`config.mk`:
```
export PLATFORM = sky130hd
export DESIGN_NAME = rx_cal_tx
export DESIGN_NICKNAME = d
export VERILOG_FILES = /design/src/rtl/mbtrain_pkg.sv /design/src/rtl/sb_valid_ctrl.sv /design/src/rtl/rx_cal_tx.sv
export SDC_FILE = /design/constraint.sdc
export NUM_CORES = 1
export LEC_CHECK = 0
export CAP_MARGIN = 40
export CORE_ASPECT_RATIO = 2
export CORE_MARGIN = 5
export CORE_UTILIZATION = 45
export DETAILED_ROUTE_END_ITERATION = 12
export MAX_ROUTING_LAYER = met4
export PLACE_DENSITY = 0.69
export SYNTH_ARGS = -nofsm -noshare
export SYNTH_HDL_FRONTEND = slang
export SYNTH_SLANG_ARGS = --single-unit
```
`constraint.sdc`:
```
create_clock -name clk -period 1.8 [get_ports clk]
set_input_delay 0.45 -clock clk [delete_from_list [all_inputs] [get_ports clk]]
set_output_delay 0.45 -clock clk [all_outputs]
set_load 0.01 [all_outputs]
```
`src/rtl/mbtrain_pkg.sv`:
```
// Shared MBTRAIN sideband definitions: message encodings and calibration FSM states.
package mbtrain_pkg;

    localparam logic [3:0] MSG_NONE       = 4'b0000;
    localparam logic [3:0] MSG_START_REQ  = 4'b0001;
    localparam logic [3:0] MSG_START_RESP = 4'b0010;
    localparam logic [3:0] MSG_END_REQ    = 4'b0011;
    localparam logic [3:0] MSG_END_RESP   = 4'b0100;

    typedef enum logic [2:0] {
        IDLE            = 3'd0,
        SEND_START_REQ  = 3'd1,
        WAIT_START_RESP = 3'd2,
        CAL_WAIT        = 3'd3,
        SEND_END_REQ    = 3'd4,
        WAIT_END_RESP   = 3'd5,
        TEST_FINISHED   = 3'd6,
        TIMED_OUT       = 3'd7
    } state_t;

endpackage

```
`src/rtl/sb_valid_ctrl.sv`:
```
// Sideband transmit-valid handshake: request flag, yield to partner valid,
// clear on serializer busy negedge, and falling-edge detect of the valid.
module sb_valid_ctrl (
    input  logic clk,
    input  logic rst_n,
    input  logic en,
    input  logic req_set,
    input  logic valid_rx,
    input  logic busy_negedge,
    output logic valid,
    output logic valid_fall
);

    logic req;
    logic valid_q;

    // The request is consumed only when valid actually rises, so a busy
    // negedge colliding with the rise leaves it pending for the next cycle.
    always_ff @(posedge clk or negedge rst_n) begin
        if (!rst_n) begin
            req     <= 1'b0;
            valid   <= 1'b0;
            valid_q <= 1'b0;
        end else if (!en) begin
            req     <= 1'b0;
            valid   <= 1'b0;
            valid_q <= 1'b0;
        end else begin
            valid_q <= valid;
            if (busy_negedge)
                valid <= 1'b0;
            else if (req && !valid_rx)
                valid <= 1'b1;
            if (req_set)
                req <= 1'b1;
            else if (req && !valid_rx && !busy_negedge)
                req <= 1'b0;
        end
    end

    assign valid_fall = valid_q & ~valid;

endmodule

```
`src/rtl/rx_cal_tx.sv`:
```
// MBTRAIN RXCLKCAL initiator: start/end request-response handshake around a fixed
// calibration window. Optional response timeout enabled by RX_CAL_TX_TIMEOUT_EN.
module rx_cal_tx
    import mbtrain_pkg::*;
#(
    parameter int CAL_CYCLES     = 16,
    parameter int TIMEOUT_CYCLES = 8000,
    parameter int CNT_W          = $clog2(TIMEOUT_CYCLES + 1)
) (
    input  logic       clk,
    input  logic       rst_n,
    input  logic       i_en,
    input  logic [3:0] i_decoded_sideband_message,
    input  logic       i_sideband_valid,
    input  logic       i_busy_negedge_detected,
    input  logic       i_valid_rx,
    output logic [3:0] o_sideband_message,
    output logic       o_valid_tx,
    output logic       o_test_ack,
    output logic       o_timeout
);

    localparam logic [CNT_W-1:0] CAL_LAST = CNT_W'(CAL_CYCLES - 1);

    state_t           cs;
    logic [CNT_W-1:0] cnt;
    logic             resp_latched;
    logic             valid_fall;
    logic             req_set;
    logic             start_hit;
    logic             end_hit;

    function automatic logic [CNT_W-1:0] sat_inc(input logic [CNT_W-1:0] v);
        return (&v) ? v : v + CNT_W'(1);
    endfunction

    assign start_hit = i_sideband_valid && (i_decoded_sideband_message == MSG_START_RESP);
    assign end_hit   = i_sideband_valid && (i_decoded_sideband_message == MSG_END_RESP);

    // Raised on the same edge that enters a SEND state so the flag and state line up.
    assign req_set = i_en && ((cs == IDLE) || (cs == CAL_WAIT && cnt == CAL_LAST));

    sb_valid_ctrl u_valid_ctrl (
        .clk          (clk),
        .rst_n        (rst_n),
        .en           (i_en),
        .req_set      (req_set),
        .valid_rx     (i_valid_rx),
        .busy_negedge (i_busy_negedge_detected),
        .valid        (o_valid_tx),
        .valid_fall   (valid_fall)
    );

`ifdef RX_CAL_TX_TIMEOUT_EN
    localparam logic [CNT_W-1:0] TO_LAST = CNT_W'(TIMEOUT_CYCLES - 1);
    logic timeout_q;
    assign o_timeout = timeout_q;
`else
    assign o_timeout = 1'b0;
`endif

    // Dropping i_en only redirects the state; IDLE wipes the outputs one cycle later.
    always_ff @(posedge clk or negedge rst_n) begin
        if (!rst_n) begin
            cs                 <= IDLE;
            o_sideband_message <= MSG_NONE;
            o_test_ack         <= 1'b0;
            cnt                <= '0;
            resp_latched       <= 1'b0;
`ifdef RX_CAL_TX_TIMEOUT_EN
            timeout_q          <= 1'b0;
`endif
        end else if (cs != IDLE && !i_en) begin
            cs <= IDLE;
        end else begin
            case (cs)
                IDLE: begin
                    o_sideband_message <= MSG_NONE;
                    o_test_ack         <= 1'b0;
                    cnt                <= '0;
                    resp_latched       <= 1'b0;
`ifdef RX_CAL_TX_TIMEOUT_EN
                    timeout_q          <= 1'b0;
`endif
                    if (i_en) begin
                        cs                 <= SEND_START_REQ;
                        o_sideband_message <= MSG_START_REQ;
                    end
                end
                SEND_START_REQ: begin
                    if (start_hit)
                        resp_latched <= 1'b1;
                    if (valid_fall) begin
                        cs  <= WAIT_START_RESP;
                        cnt <= '0;
                    end
                end
                WAIT_START_RESP: begin
                    resp_latched <= 1'b0;
                    if (resp_latched || start_hit) begin
                        cs  <= CAL_WAIT;
                        cnt <= '0;
                    end
`ifdef RX_CAL_TX_TIMEOUT_EN
                    else if (cnt == TO_LAST) begin
                        cs        <= TIMED_OUT;
                        timeout_q <= 1'b1;
                    end else begin
                        cnt <= sat_inc(cnt);
                    end
`endif
                end
                CAL_WAIT: begin
                    if (cnt == CAL_LAST) begin
                        cs                 <= SEND_END_REQ;
                        o_sideband_message <= MSG_END_REQ;
                        cnt                <= '0;
                    end else begin
                        cnt <= sat_inc(cnt);
                    end
                end
                SEND_END_REQ: begin
                    if (end_hit)
                        resp_latched <= 1'b1;
                    if (valid_fall) begin
                        cs  <= WAIT_END_RESP;
                        cnt <= '0;
                    end
                end
                WAIT_END_RESP: begin
                    resp_latched <= 1'b0;
                    if (resp_latched || end_hit) begin
                        cs                 <= TEST_FINISHED;
                        o_test_ack         <= 1'b1;
                        o_sideband_message <= MSG_NONE;
                    end
`ifdef RX_CAL_TX_TIMEOUT_EN
                    else if (cnt == TO_LAST) begin
                        cs        <= TIMED_OUT;
                        timeout_q <= 1'b1;
                    end else begin
                        cnt <= sat_inc(cnt);
                    end
`endif
                end
                TEST_FINISHED: begin
                    o_test_ack         <= 1'b1;
                    o_sideband_message <= MSG_NONE;
                end
                TIMED_OUT: begin
                    o_test_ack <= 1'b0;
`ifdef RX_CAL_TX_TIMEOUT_EN
                    timeout_q  <= 1'b1;
`endif
                end
                default: cs <= IDLE;
            endcase
        end
    end

endmodule

```
# After elaboration in Yosys (flattened, before gate mapping)
# Cells that the tools add are included.
[word_totals] register_bits=25 in_bits=10 word_cells=95
[op_classes] addsub=1 n_eq_ne=25 n_mux=29 bitwise=3 n_reduce_logical=29
[op_table] op="$mux 13" n=4
[op_table] op="$pmux 13 s4" n=1
[op_table] op="$mux 3" n=7
[op_table] op="$pmux 3 s6" n=1
[op_table] op="$pmux 4 s4" n=1
[op_table] op="$add 13x1->13 const B" n=1
[op_table] op="$eq 13x4->1 const B" n=1
[op_table] op="$reduce_and 13->1" n=1
[op_table] op="$eq 3x3->1 const B" n=4
[op_table] op="$mux 1" n=11
[op_table] op="$ne 3x1->1 const B" n=3
[op_table] op="$ne 3x2->1 const B" n=3
[op_table] op="$ne 3x3->1 const B" n=3
[op_table] op="$reduce_bool 3->1" n=3
[op_table] op="$mux 4" n=2
[op_table] op="$ne 2x2->1 const B" n=4
[op_table] op="$reduce_and 4->1" n=2
[op_table] op="$reduce_bool 4->1" n=2
[op_table] op="$logic_and 1x1->1" n=7
[op_table] op="$reduce_and 7->1" n=1
[op_table] op="$reduce_bool 7->1" n=1
[op_table] op="$eq 3x2->1 const B" n=2
[op_table] op="$pmux 1 s3" n=2
[op_table] op="$reduce_and 5->1" n=1
[op_table] op="12 further kinds" n=19

# Logic depth before layout (Yosys ltp)
[logic_depth] depth_word=6 ltp_mapped=7

# Cells and area by module
# From an unflattened synthesis, not the netlist that was laid out.
[unflattened] cells_unflattened=205 hier_area_um2=1770.4
[by_module_without_submodules] module="rx_cal_tx" n_inst=1 cells_per_inst=194 area_each_um2=1649.1
[by_module_without_submodules] module="sb_valid_ctrl" n_inst=1 cells_per_inst=11 area_each_um2=121.4

# Least setup slack after synthesis
# Ideal clock, no wire load.
[synth_path] path_kind="reg-to-reg" from="reg cnt[0]" to="reg cnt[9]" setup_time_ns=0.076 arrival_ns=1.819 t_required_ns=1.724 path_slack_ns=-0.096 stages_incl_launch_ff=7 path_buffers=0 period_less_slack_ns=1.896 cell_sequence="dfrtp_1 -> ha_1 -> and3_1 -> and4_1 -> or3_1 -> or3_1 -> o21ai_1"
[synth_via] elab_chain_len=4
[synth_rtl] element="start: declaration" line_no="rx_cal_tx.sv:26" rtl="logic [CNT_W-1:0] cnt;"
[synth_rtl] element="start signal: assignment" line_no="rx_cal_tx.sv:119" rtl="cnt <= sat_inc(cnt);"
[synth_rtl] element="$add 13x1->13" line_no="rx_cal_tx.sv:34" rtl="return (&v) ? v : v + CNT_W'(1);"
[synth_rtl] element="$mux 13" line_no="rx_cal_tx.sv:34"
[synth_rtl] element="$mux 13" line_no="rx_cal_tx.sv:114" rtl="if (cnt == CAL_LAST) begin"
[synth_rtl] element="$pmux 13 s4" line_no="rx_cal_tx.sv:76" rtl="case (cs)"
# Several ways; a longest one is shown, not always the timed one. The select of a mux whose other input is x is not followed.
# A chain may end at the register's enable or synchronous reset.

# Worst setup path after layout
[layout_path] from="reg cnt[1]" to="reg cnt[4]"
# The elaborated chain is that of the path after synthesis.

==> impl_metrics.py <==
metrics = {
    "run_status": {
        "status": "complete, no violations",
    },
    "cts": {
        "path_clk_slew_ps": 90,
        "clock_latency_ps": 270,
        "numCtsBuffers": 3,
        "cts_sinks": 23,
        "cts-htree-levels": 1,
        "cts_tree": "built",
        "root_buffer": "clkbuf_8",
        "cts_max_path_buffers": 2,
    },
    "layout": {
        "fin_nets": 242,
        "postLayoutCellArea_um2": 2020,
        "antenna_cells": 0,
        "fillCellCount": 296,
        "syn_to_final_growth_pct": 36.1,
        "drive_gt1_share_pct": 27.0,
    },
    "place": {
        "gp_congestion": 0.959,
        "port_buffers": 13,
        "dpl_cell_area_um2": 1890,
        "hpwl_mm": 3.26,
    },
    "global_route": {
        "grt_antenna_before_repair": 0,
        "grt_use_total_pct": 20.2,
        "grt_max_degree": 24,
        "grt_pass1_wl_mm": 7.36,
        "grt-ovfl-total": 0,
        "grt_pass1_vias": 1698,
    },
    "synthesis": {
        "yosys_warnings": 0,
        "yosys_register_bits": 23,
        "synth_cells": 182,
        "post-synth-top-area-fraction_pct": 38.8,
        "ys.flop_type": "dfrtp_1",
        "synth.top_cells.by_count": "dfrtp_1, a21oi_1, nand3_1",
        "synth_area_leaders": "dfrtp_1, a21oi_1, nand3_1, o21ai_1, nand2_1",
        "syn_avg_cell_area_um2": 8.15,
        "synth_edf_count": 0,
        "synth_area_um2": 1480,
        "synth.distinct_cells": 47,
        "synth-async-reset-ratio_pct": 100,
        "yosys.area.top_type": "dfrtp_1",
        "yosys.cell_count.top_type": "dfrtp_1",
        "ys_seq_area_share_pct": 38.8,
    },
    "worst_setup_path": {
        "critical-path-top-delay-family": "simple AND/OR/NAND/NOR gates",
        "end_kind": "flop",
        "cp-start-kind": "flop",
        "cpMaxStageDelayCell": "or4_4",
        "crit_fanout": 5,
        "critPathArrivalTime_ps": 1960,
        "r2r_start": "cnt[1]$_DFFE_PN0P_",
        "startpoint": "cnt[1]$_DFFE_PN0P_",
        "path_cells": "ha_2 -> nand3_2 -> or4_4 -> a211oi_1 -> o21ai_1 -> o31ai_1",
        "worstSetupPathType": "flop to flop",
        "required_ps": 1980,
        "cpPeakStageDelay_ps": 590,
        "cp_num_buf_inv": 0,
    },
    "sta": {
        "post-route-period-util_pct": 98.7,
        "rsz0062_at_grt": "yes",
        "hold_slack_ps": 536,
        "max_freq_mhz": 563,
        "drv_slew": 0,
        "skew_ps": 6.33,
        "setup_viol": 0,
        "fin_crit_ps": 1780,
        "fin_tns_setup_ps": 0,
        "report.final.hold_viol_count": 0,
    },
    "run": {
        "drv_cap": 0,
    },
    "floorplanning": {
        "die_y_um": 91.2,
        "start_util_pct": 46.4,
        "die_w_um": 50.6,
        "coreArea_um2": 3190,
        "die_area_um2": 4610,
        "rows": 29,
        "top_level_ports": 17,
    },
    "power": {
        "p_total_mw": 1.02,
        "ir_drop_mv": 0.426,
        "power_density_nw_per_um2": 507,
        "power_leakage_nw": 0.892,
    },
    "drt": {
        "vias": 1580,
        "totalWireLength_mm": 4.27,
        "drtIter0Drc": 32,
        "drt-pass1-iter-count": 4,
        "wire_per_inst_um": 16.3,
        "drc": 0,
        "drtAntennaViolNets": 0,
        "vias_per_cell": 6.05,
    },
    "hold_path": {
        "hp-class": "primary input to asynchronous set/reset pin",
    },
}
-- worst register-to-register path: stages, from the launching register on --
cell and delay, ps:
dfrtp_1 370, ha_2 210, nand3_2 80, or4_4 590
a211oi_1 300, o21ai_1 90, o31ai_1 60
-- final timing paths --
path / endpoint / slack (ps) / depth (start not counted)
min in group clk: o_sideband_message[0]$_DFFE_PN0P_ / 540 / 2
max reg2reg: cnt[4]$_DFFE_PN0P_ / 20 / 6
max: cnt[4]$_DFFE_PN0P_ / 20 / 6
max in group asynchronous: cnt[7]$_DFFE_PN0P_ / 1010 / 2
min reg2reg: o_sideband_message[0]$_DFFE_PN0P_ / 540 / 2
min: u_valid_ctrl.req$_DFFE_PN0P_ / 540 / 2
-- metrics by stage --
stage / cells / worst slack, ps / utilization [%]
2_1_floorplan: 184 / 1.11 / -
3_3_place_gp: 254 / -416 / 59.1
3_5_place_dp: 254 / -443 / 59.1
4_1_cts: 261 / 5.97 / 62.3
5_1_grt: 261 / -86.5 / 63.2
6_report: 261 / 24.3 / 63.2
-- repair_timing --
action,in CTS,in global routing
pin swaps,4,9
gates resized for setup,8,8
hold buffers,0,0
endpoints found under the setup margin,12,15
setup buffers,3,0
-- report_power, final --
part	total [mW]	switching, mW	internal, mW	leakage [nW]
registers	0.530	0.00514	0.525	0.314
clock network	0.330	0.175	0.155	0.0255
logic	0.163	0.0823	0.0806	0.552
total	1.02	0.263	0.760	0.892
-- cells by family (layout without fill, tap and decap cells) --
group	count (synthesis)	count (layout)	share of synthesized area, %
compound gates	64	64	26.1
flops	23	23	38.8
fa+ha+maj	1	1	0.844
simple gates	71	71	26.8
other cells	1	3	0.253
mux	1	1	0.675
buf+inv	21	67	6.50
-- per-layer routing --
metal	part of all wire, %	GRT usage, %
met3	3.5	3.11
met1	36	20.1
met4	2.6	9.81
met2	57	36.1
met5	0	-
-- registers in the layout (all words and copies together), names as in the netlist --
name	cells
u_valid_ctrl.valid_q	1
cs	3
o_test_ack	1
resp_latched	1
u_valid_ctrl.valid	1
u_valid_ctrl.req	1
cnt	13
o_sideband_message	2
-- layout make-up --
class                   count  area [um2]  area share, %
flip-flops and latches     23         576           28.5
clock inverters             1        5.00          0.248
inverters                  10        37.5           1.86
repair buffers             53         439           21.8
well taps                  31        38.8           1.92
clock buffers               3        41.3           2.05
multi-input cells         140         881           43.6
-- placed cells by master (no fill, tap or decap), types with 2 or more instances in the layout --
master,count
inv_1,9
and3_1,2
a21oi_1,16
a21o_1,2
a31oi_1,4
o31ai_1,2
and2_1,4
o211ai_1,3
nor3_2,2
clkdlybuf4s50_1,11
buf_6,2
nor3_1,2
nor4_1,2
nand4_1,3
nand2_1,12
nor2_1,9
nand3_1,15
o21ai_0,7
o21ai_1,15
dfrtp_1,23
or3_4,2
buf_4,38
nor2b_1,4
a211oi_1,5
conb_1,3
clkbuf_8,3
Power figures use the tool's default switching activity.
